$ cat config.mk
export PLATFORM = sky130hd
export DESIGN_NAME = ahb_bus_arbiter_flat
export DESIGN_NICKNAME = d
export VERILOG_FILES = /design/src/rtl/ahb_bus_arbiter_if.sv /design/src/rtl/ahb_bus_arbiter.sv /design/src/flat_wrapper.sv
export SDC_FILE = /design/constraint.sdc
export NUM_CORES = 1
export LEC_CHECK = 0
export BUFFER_PORTS_ARGS = -buffer_cell sky130_fd_sc_hd__buf_2
export CAP_MARGIN = 25
export CORE_UTILIZATION = 50
export DETAILED_ROUTE_END_ITERATION = 12
export PLACE_DENSITY = 0.75
export SLEW_MARGIN = 20
export SYNTH_ARGS = -nofsm -noshare
export SYNTH_HDL_FRONTEND = slang
export SYNTH_SLANG_ARGS = --single-unit
$ cat constraint.sdc
create_clock -name HCLK -period 1.7 [get_ports HCLK]
set_input_delay 0.255 -clock HCLK [delete_from_list [all_inputs] [get_ports HCLK]]
set_output_delay 0.255 -clock HCLK [all_outputs]
set_load 0.01 [all_outputs]
$ cat src/rtl/ahb_bus_arbiter_if.sv
// ahb_bus_arbiter_if: the arbitration signals shared by the AHB masters and the arbiter.
//   HBUSREQ   per-master bus request
//   HLOCK     per-master locked-transfer request
//   HTRANS    transfer type of the current address phase
//   HBURST    burst type of the current address phase
//   HREADY    shared transfer-complete indication
//   HGRANT    one-hot grant (driven by the arbiter)
//   HMASTER   index of the current address-phase owner (driven by the arbiter)
//   HMASTLOCK current address phase is locked (driven by the arbiter)
// Modports: slave = arbiter side, master = requester/bench side.
interface ahb_bus_arbiter_if #(
  parameter int unsigned NUM_MASTERS = 2
);
  localparam int unsigned IdxW = $clog2(NUM_MASTERS);

  logic [NUM_MASTERS-1:0] HBUSREQ;
  logic [NUM_MASTERS-1:0] HLOCK;
  logic [1:0]             HTRANS;
  logic [2:0]             HBURST;
  logic                   HREADY;
  logic [NUM_MASTERS-1:0] HGRANT;
  logic [IdxW-1:0]        HMASTER;
  logic                   HMASTLOCK;

  modport slave (
    input  HBUSREQ, HLOCK, HTRANS, HBURST, HREADY,
    output HGRANT, HMASTER, HMASTLOCK
  );

  modport master (
    output HBUSREQ, HLOCK, HTRANS, HBURST, HREADY,
    input  HGRANT, HMASTER, HMASTLOCK
  );
endinterface

$ cat src/rtl/ahb_bus_arbiter.sv
// ahb_bus_arbiter: AHB bus arbiter with burst and locked-transfer hold.
//   HCLK     clock, all state changes on the rising edge
//   HRESETn  synchronous active-low reset
//   bus      ahb_bus_arbiter_if.slave: requests/locks/transfer info in, grant/owner/lock out
// Grant only moves on HREADY=1 edges. Fixed 4/8/16-beat bursts and locked sequences hold the
// grant; everything else re-arbitrates every transfer.
// Build option: define AHB_ARB_ROUND_ROBIN_EN for round-robin arbitration (winner is the first
// requester after the last granted index); otherwise fixed priority, lowest index wins.
module ahb_bus_arbiter #(
  parameter int unsigned NUM_MASTERS    = 2,
  parameter int unsigned DEFAULT_MASTER = 0
) (
  input logic              HCLK,
  input logic              HRESETn,
  ahb_bus_arbiter_if.slave bus
);
  localparam int unsigned IdxW = $clog2(NUM_MASTERS);

  localparam logic [1:0] TransBusy   = 2'b01;
  localparam logic [1:0] TransNonseq = 2'b10;
  localparam logic [1:0] TransSeq    = 2'b11;

  typedef enum logic [1:0] {StArb, StBurst, StLocked} state_e;

  state_e                 state_q, state_d;
  logic [3:0]             cnt_q, cnt_d;
  logic [NUM_MASTERS-1:0] grant_q, grant_d;
  logic [IdxW-1:0]        hmaster_q, hmaster_d;
  logic                   mlock_q, mlock_d;

  logic [IdxW-1:0]        g_idx;
  logic                   g_lock;
  logic [IdxW-1:0]        win_idx;
  logic [NUM_MASTERS-1:0] win_oh;
  logic [3:0]             burst_len;

  // Index and lock request of the currently granted master.
  always_comb begin
    g_idx  = '0;
    g_lock = 1'b0;
    for (int unsigned i = 0; i < NUM_MASTERS; i++) begin
      if (grant_q[i]) begin
        g_idx  = IdxW'(i);
        g_lock = bus.HLOCK[i];
      end
    end
  end

`ifdef AHB_ARB_ROUND_ROBIN_EN
  logic [IdxW-1:0] ptr_q, ptr_d;
  int unsigned     dist, best_dist;

  // Distance upward from the pointer; the pointer's own slot is scanned last.
  always_comb begin
    win_idx   = IdxW'(DEFAULT_MASTER);
    best_dist = NUM_MASTERS + 1;
    dist      = 0;
    for (int unsigned i = 0; i < NUM_MASTERS; i++) begin
      dist = (i + NUM_MASTERS - 32'(ptr_q)) % NUM_MASTERS;
      if (dist == 0) dist = NUM_MASTERS;
      if (bus.HBUSREQ[i] && (dist < best_dist)) begin
        best_dist = dist;
        win_idx   = IdxW'(i);
      end
    end
  end

  // Grant only ever moves to win_idx, so a changed grant means the pointer follows it.
  always_comb begin
    ptr_d = ptr_q;
    if (grant_d != grant_q) ptr_d = win_idx;
  end

  always_ff @(posedge HCLK) begin
    if (!HRESETn) ptr_q <= IdxW'(DEFAULT_MASTER);
    else          ptr_q <= ptr_d;
  end
`else
  always_comb begin
    win_idx = IdxW'(DEFAULT_MASTER);
    for (int i = NUM_MASTERS - 1; i >= 0; i--) begin
      if (bus.HBUSREQ[i]) win_idx = IdxW'(i);
    end
  end
`endif

  assign win_oh = NUM_MASTERS'(1) << win_idx;

  // Remaining SEQ beats after the NONSEQ of a fixed-length burst; 0 = no burst hold.
  always_comb begin
    unique case (bus.HBURST)
      3'd2, 3'd3: burst_len = 4'd3;
      3'd4, 3'd5: burst_len = 4'd7;
      3'd6, 3'd7: burst_len = 4'd15;
      default:    burst_len = 4'd0;
    endcase
  end

  always_comb begin
    state_d   = state_q;
    cnt_d     = cnt_q;
    grant_d   = grant_q;
    hmaster_d = hmaster_q;
    mlock_d   = mlock_q;
    if (bus.HREADY) begin
      hmaster_d = g_idx;
      mlock_d   = g_lock;
      case (state_q)
        StArb: begin
          cnt_d = '0;
          if (g_lock) begin
            state_d = StLocked;
          end else if ((bus.HTRANS == TransNonseq) && (burst_len != 4'd0)) begin
            state_d = StBurst;
            cnt_d   = burst_len;
          end else begin
            grant_d = win_oh;
          end
        end
        StBurst: begin
          if (g_lock) begin
            state_d = StLocked;
            cnt_d   = '0;
          end else if (bus.HTRANS == TransSeq) begin
            cnt_d = cnt_q - 4'd1;
            // Leaving at count 1 lets the next owner be granted during the last beat.
            if (cnt_q == 4'd2) begin
              state_d = StArb;
              grant_d = win_oh;
            end
          end else if (bus.HTRANS != TransBusy) begin
            // IDLE or NONSEQ: burst ended early.
            state_d = StArb;
            cnt_d   = '0;
            grant_d = win_oh;
          end
        end
        StLocked: begin
          // HTRANS[0]=0 covers IDLE and NONSEQ.
          if (!g_lock && !bus.HTRANS[0]) begin
            state_d = StArb;
            grant_d = win_oh;
          end
        end
        default: state_d = StArb;
      endcase
    end
  end

  always_ff @(posedge HCLK) begin
    if (!HRESETn) begin
      state_q   <= StArb;
      cnt_q     <= '0;
      grant_q   <= NUM_MASTERS'(1) << DEFAULT_MASTER;
      hmaster_q <= IdxW'(DEFAULT_MASTER);
      mlock_q   <= 1'b0;
    end else begin
      state_q   <= state_d;
      cnt_q     <= cnt_d;
      grant_q   <= grant_d;
      hmaster_q <= hmaster_d;
      mlock_q   <= mlock_d;
    end
  end

  assign bus.HGRANT    = grant_q;
  assign bus.HMASTER   = hmaster_q;
  assign bus.HMASTLOCK = mlock_q;
endmodule

$ cat src/flat_wrapper.sv
// flat-port wrapper written by rule: the top's interface ports become plain ports
module ahb_bus_arbiter_flat 
#(
  parameter int unsigned NUM_MASTERS    = 2,
  parameter int unsigned DEFAULT_MASTER = 0
)
  (HCLK, HRESETn, bus_HBUSREQ, bus_HLOCK, bus_HTRANS, bus_HBURST, bus_HREADY, bus_HGRANT, bus_HMASTER, bus_HMASTLOCK);
  ahb_bus_arbiter_if #(.NUM_MASTERS(NUM_MASTERS)) bus_i ();
  input logic HCLK;
  input logic HRESETn;
  input wire logic [$bits(bus_i.HBUSREQ)-1:0] bus_HBUSREQ;
  input wire logic [$bits(bus_i.HLOCK)-1:0] bus_HLOCK;
  input wire logic [$bits(bus_i.HTRANS)-1:0] bus_HTRANS;
  input wire logic [$bits(bus_i.HBURST)-1:0] bus_HBURST;
  input wire logic [$bits(bus_i.HREADY)-1:0] bus_HREADY;
  output wire logic [$bits(bus_i.HGRANT)-1:0] bus_HGRANT;
  output wire logic [$bits(bus_i.HMASTER)-1:0] bus_HMASTER;
  output wire logic [$bits(bus_i.HMASTLOCK)-1:0] bus_HMASTLOCK;
  assign bus_i.HBUSREQ = bus_HBUSREQ;
  assign bus_i.HLOCK = bus_HLOCK;
  assign bus_i.HTRANS = bus_HTRANS;
  assign bus_i.HBURST = bus_HBURST;
  assign bus_i.HREADY = bus_HREADY;
  assign bus_HGRANT = bus_i.HGRANT;
  assign bus_HMASTER = bus_i.HMASTER;
  assign bus_HMASTLOCK = bus_i.HMASTLOCK;
  ahb_bus_arbiter #(.NUM_MASTERS(NUM_MASTERS), .DEFAULT_MASTER(DEFAULT_MASTER)) u_core (.HCLK(HCLK), .HRESETn(HRESETn), .bus(bus_i));
endmodule
=== After elaboration in Yosys (flattened, before gate mapping) ===
Cells that the tools add are included.

* Bits in registers: 10
* Input bits: 12
* Output and inout port bits: 4
* Word-level logic and storage cells: 70

* $add $sub $neg: 1
* Eq/ne operators: 21
* Shift-type cells: 1
* Muxes and demuxes: 28
* Reductions and logical operators: 14

{| class="wikitable"
|+ Operators by type and width
! operator !! count
|-
| 2-to-1 mux 2 bit || 14
|-
| 2-to-1 mux 4 bit || 5
|-
| == test 3 bit, second input constant || 4
|-
| case mux 2 bit (3 select lines) || 2
|-
| case mux 4 bit (3 select lines) || 1
|-
| case mux 4 bit (2 select lines) || 1
|-
| AND reduction 8 bit || 1
|-
| == test 2 bit, second input constant || 3
|-
| == test 3 x 2 -> 1 bit, second input constant || 2
|-
| != test 2 bit, second input constant || 3
|-
| != test 3 x 1 -> 1 bit, second input constant || 2
|-
| OR reduction 2 bit || 3
|-
| 2-to-1 mux 1 bit || 5
|-
| AND reduction 5 bit || 1
|-
| == test 4 x 2 -> 1 bit, second input constant || 1
|-
| != test 2 x 1 -> 1 bit, second input constant || 2
|-
| != test 4 x 1 -> 1 bit, second input constant || 1
|-
| != test 4 x 3 -> 1 bit, second input constant || 1
|-
| nonzero test 4 bit || 1
|-
| subtractor 4 x 1 -> 4 bit, second input constant || 1
|-
| != test 3 bit, second input constant || 1
|-
| AND reduction 3 bit || 1
|-
| nonzero test 3 bit || 1
|-
| == test 2 x 1 -> 1 bit, second input constant || 1
|-
| other kinds (5) || 7
|}

=== Depth between registers and ports, before layout ===
* Word-level depth: 8
* Mapped depth: 7
* Mapped depth without buffers: 7

=== Least setup slack after synthesis ===
Ideal clock, no wire load.

* Kind: flip-flop to flip-flop
* Start point: register u_core.grant_q[1], in the netlist u_core.bus.HGRANT[1]
* End point: register u_core.grant_q[1], in the netlist u_core.bus.HGRANT[1]
* Setup time: 116 ps
* Data arrival time: 1371 ps
* Data required time: 1584 ps
* Setup slack: 213 ps
* Cell stages (with the launch flop): 6
* Path buffers: 0
* Period minus slack after synthesis: 1487 ps
* Cells stage by stage: dfxtp_1 -> nand3b_4 -> nand2_4 -> o211a_1 -> or3_1 -> a31o_1

* Cells in the longest elaborated chain, start to end: 5
* Elaborated cells between the ends (all ways): 7
* Classes of those cells: eq/ne (3); mux (1); reduce/logical (3)

{| class="wikitable"
|+ Ends and longest elaborated chain
! element !! RTL line !! RTL
|-
| start: declaration || ahb_bus_arbiter.sv:27 || <nowiki>logic [NUM_MASTERS-1:0] grant_q, grant_d;</nowiki>
|-
| start signal: assignment || ahb_bus_arbiter.sv:154 || <nowiki>grant_q <= NUM_MASTERS'(1) << DEFAULT_MASTER;</nowiki>
|-
| start signal: assignment || ahb_bus_arbiter.sv:160 || <nowiki>grant_q <= grant_d;</nowiki>
|-
| 2-to-1 mux 1 bit * || ahb_bus_arbiter.sv:42 || <nowiki>if (grant_q[i]) begin</nowiki>
|-
| logical NOT 1 bit || ahb_bus_arbiter.sv:140 || <nowiki>if (!g_lock && !bus.HTRANS[0]) begin</nowiki>
|-
| logical AND 1 bit || ahb_bus_arbiter.sv:140 ||
|-
| != test 2 x 1 -> 1 bit (no line) || -- ||
|-
| AND reduction 8 bit (no line) * || -- ||
|}

Every way passes the cells marked *; elsewhere a longest branch is shown, timed or not.
A chain may end at the register's enable or synchronous reset.

=== Worst setup path after layout ===
Same ends and word-level chain as after synthesis.

==> summary.md <==
The flow ran to the end, and the final reports show no timing, DRC or antenna violations. The startpoint identified for the worst hold timing path is HRESETn. The transition at the pin with the smallest max-transition slack came out at 0.392 ns. Number of unique standard cell types used by synthesis: 35.

For this run, the share of the core covered by cells in the final layout is 65.9%. Once the floorplan was initialized, standard cells occupied 56.5% of the core. The analysis attributes to net switching a power of 0.150 mW. The global routing usage on met3 was 5.23%. The tools report the sum of routed wire length over all layers as 1.45 mm.

In this run the critical register-to-register path is captured at u_core.bus.HGRANT[1]. Summing over every cut layer, the via total after detailed routing is 634. After synthesis, the mean cell area works out to 8.17 um2. Among cell families on the critical path, the largest total delay comes from simple AND/OR/NAND/NOR gates. Global routing consumed, over all layers together, 24.0% of the routing resources. After the last flow step, the layout net total stands at 112.

After clock tree synthesis, the setup repair step added 0 buffers. The weighted congestion at the end of routability-driven global placement was 0.849; the worst slew margin relative to its limit was 73.6%. For the residual DRC count, the log shows 0.

From synthesis to final layout, the design area changed by 16.6%. The floorplan die area came out at 0.00147 mm2. The internal power of the cells totals 0.383 mW.

Synthesis produced 81 cells. The run gives 0 as the setup-violating endpoint count in the final report. The worst register-to-register path begins at u_core.bus.HGRANT[1].

Summing internal, switching and leakage power gives 0.533 mW. In the final layout, flip-flops and latches occupy 200 um2. In this run the power density over the cells is 690 mW/mm2. The logs give 0.26 ns for the clock insertion delay at the later pin of the skew report and 0 ns for the accumulated negative setup slack. Number of gates on the worst path with buffers counted: 5.

Counting both buffers and inverters, the worst setup path holds a total of 0. The buffer levels on the longest clock path is 2. Setup repair after global routing left no endpoint under its margin. The number of buffers created by CTS came out at 3. Data on the critical path arrives at its endpoint at 1.75 ns. Summing all placed instances gives a cell area of 744 um2. Registers are responsible for 48.2% of the overall power.

Counting every sink on the clock net gives 10. With fillers left out, the area of the finished cells amounts to 772 um2. Wire length of the first global-routing pass: 2.36 mm. On the final layout, the worst clock skew is 0.00549 ns. Net switching is 28.2% of the power. In this run the worst setup path begins at u_core.bus.HGRANT[1]. The number of hold buffers added after CTS was 0.

The H-tree depth was 1; the via count normalized by instance count was 5.76. The initial antenna violation count came out at 0. Once detail routing completed, the nets flagged for antenna violations numbered 0. The warning count from the yosys run was 0. Input and output buffers added on the ports amount to 14. Across the VDD grid, the largest voltage drop is 0.000395 V.

The critical path is of the flip-flop to flip-flop type. STA classifies the critical path endpoint as a flip-flop. Global routing finished with a remaining overflow of 0. The largest net degree at the start of global routing came out at 13. The die is 38.4 um wide.

Kind of launch point of the worst setup path: a flip-flop. The worst path uses 93.7% of the clock period. The wire-length estimate of the detail-placed layout is 1.08 mm. Clock-pin slew was measured on the worst setup and hold paths at 0.06 ns. The worst hold path was traced through 2 stages. Sequential cells were found to cover 30.2% of the synthesized design area.

The number of nets in the synthesized netlist is 95. The logs give 1.86 ns for the required time reported for the critical path endpoint and 0.11 ns for the setup slack of the worst register-to-register path. The total area inside the core boundary comes to 0.00117 mm2. In this run the static leakage power is 0.359 nW. The tools report the max-cap check violation count as 0. Cells with a size suffix above 1 make up 25.0% of the layout. The number of synthesized register bits came out at 10. After synthesis the cells add up to 662 um2.

The slowest stage of the critical path belongs to the cell dfxtp_1. Global routing used 31.9% of the available met1 tracks. Combinational logic is responsible for 22.1% of the overall power.

The cell count of the worst reg-to-reg path came out at 5. The first routing iteration left 37 violations. Along the worst path, the maximum fanout reaches 8. TritonCTS built the clock tree. The detailed-route wire length per cell was 13.2 um; the number of rows in the core area was 12. Timing would allow up to 628 MHz. For hold timing, the worst endpoint is u_core.cnt_q[1]. Traced cell by cell, the critical path runs through nand3b_4 > nand2_4 > o211a_1 > or3_1 > a31o_1.

The global routing stage identified its most utilized layer as met2. The worst path in the final design needs a cycle of 1.59 ns, including I/O delays and setup. During I/O placement, the number of pins put on the boundary was 16.

The highest cell delay on the worst timing path was 0.39 ns. For the count of TritonRoute iterations in the first routing pass, the log shows 4. The global routing met2 resource utilization was 35.6%. The die extent in y was 38.4 um.

The tightest min-delay check is of the input pin to flip-flop type. The number of hold violations in the final report is 0. The run gives 554 as the via count of the first global-routing pass.

The share of total power dissipated in the clock network is 29.7%. The run gives 432 um2 as the footprint of the multi-input gates. The layout has 104 filler cells.

Root buffer cell: clkbuf_4. For the worst hold slack after final layout, the log shows 0.340 ns. Final count of pins violating max slew: 0. The number of antenna diodes in the final layout is 0.
-- Yosys cell counts, drive strengths merged --
cell	count	area [um2]
dfxtp	10	200
nand2	10	45.0
o21ai	7	35.0
nand3	5	25.0
and2	4	26.3
inv	4	15.0
nor2b	4	25.0
o211a	4	40.0
a32oi	3	26.3
nor2	3	11.3
and3b	2	17.5
buf	2	12.5
clkbuf	2	7.51
ha	2	25.0
nand3b	2	27.5
nor3	2	10.0
a21oi	1	5.00
a31o	1	8.76
a31oi	1	6.26
mux2i	1	10.0
nand2b	1	6.26
nand4b	1	8.76
nor3b	1	7.51
nor4	1	6.26
o21a	1	7.51
o22ai	1	6.26
o31a	1	10.0
o32ai	1	8.76
or2	1	6.26
or3	1	6.26
xor2	1	8.76
-- worst register-to-register path: cells and delay by family, from the launching register on --
family | cells | cell delay, ns
flip-flops | 1 | 0.39
AND/OR/NAND/NOR | 3 | 0.65
AO/OA/AOI/OAI | 2 | 0.45
-- power groups by stage --
stage	Clock, mW	Sequential, mW	Combinational (mW)
2_1_floorplan	0	0.262	0.0799
3_3_place_gp	0	0.261	0.113
3_5_place_dp	0	0.262	0.115
4_1_cts	0.166	0.257	0.117
5_1_grt	0.177	0.259	0.131
6_report	0.158	0.257	0.118
-- through the flow --
stage          worst slack (ns)  std cells
2_1_floorplan             0.213         81
4_1_cts                  0.0717        110
6_report                  0.106        110
3_3_place_gp              0.114        107
5_1_grt                  0.0503        110
3_5_place_dp             0.0959        107
-- per-layer routing --
layer	wire, um	share of wire, %	vias to the layer above
met5	0	0	-
met4	11	0.76	0
met3	86	5.9	2
met2	674	47	23
met1	677	47	285
li1	-	-	324
-- area by class of cell --
cell class	count	share of cell area, %
well taps	14	2.27
repair buffers	16	11.0
clock buffers	3	2.92
inverters	4	1.94
multi-input cells	63	55.9
flip-flops and latches	10	25.9
-- kinds of logic (layout without fill, tap and decap cells) --
logic type	after synthesis	count (layout)	synth area share (%)
compound gates	21	21	23.3
xor+xnor	1	1	1.32
fa+ha+maj	2	2	3.78
buf+inv	8	23	5.29
flops	10	10	30.2
mux	1	1	1.51
simple gates	38	38	34.6
-- state kept, by name (all words and copies together) (netlist names) --
register,cells
u_core.cnt_q,4
u_core.state_q,2
u_core.bus.HMASTER,1
u_core.bus.HMASTLOCK,1
u_core.bus.HGRANT,2
-- placed cells by master, fill, tap and decap left out, drive strengths merged, types with 2 or more instances in the layout --
master	n
nand3b	2
nor2	3
nand2	10
inv	4
nor2b	4
nor3	2
o21ai	7
clkbuf	3
dfxtp	10
and3b	2
buf	16
nand3	5
ha	2
o211a	4
and2	4
a32oi	3
-- how the worst max path moves through the flow --
stage                                 endpoint  slack, ns
after detailed placement  u_core.bus.HGRANT[1]        0.1
after CTS                 u_core.bus.HGRANT[1]       0.07
final                     u_core.bus.HGRANT[1]       0.11
after global routing      u_core.bus.HGRANT[1]       0.05
after floorplan           u_core.bus.HGRANT[1]       0.21
after global placement    u_core.bus.HGRANT[1]       0.11
-- timing repair --
action                                  in CTS  in global routing
gates resized for setup                      0                  1
hold endpoints to repair                     0                  0
endpoints found under the setup margin       0                  1
No activity file was read; power rests on OpenSTA's default activity.
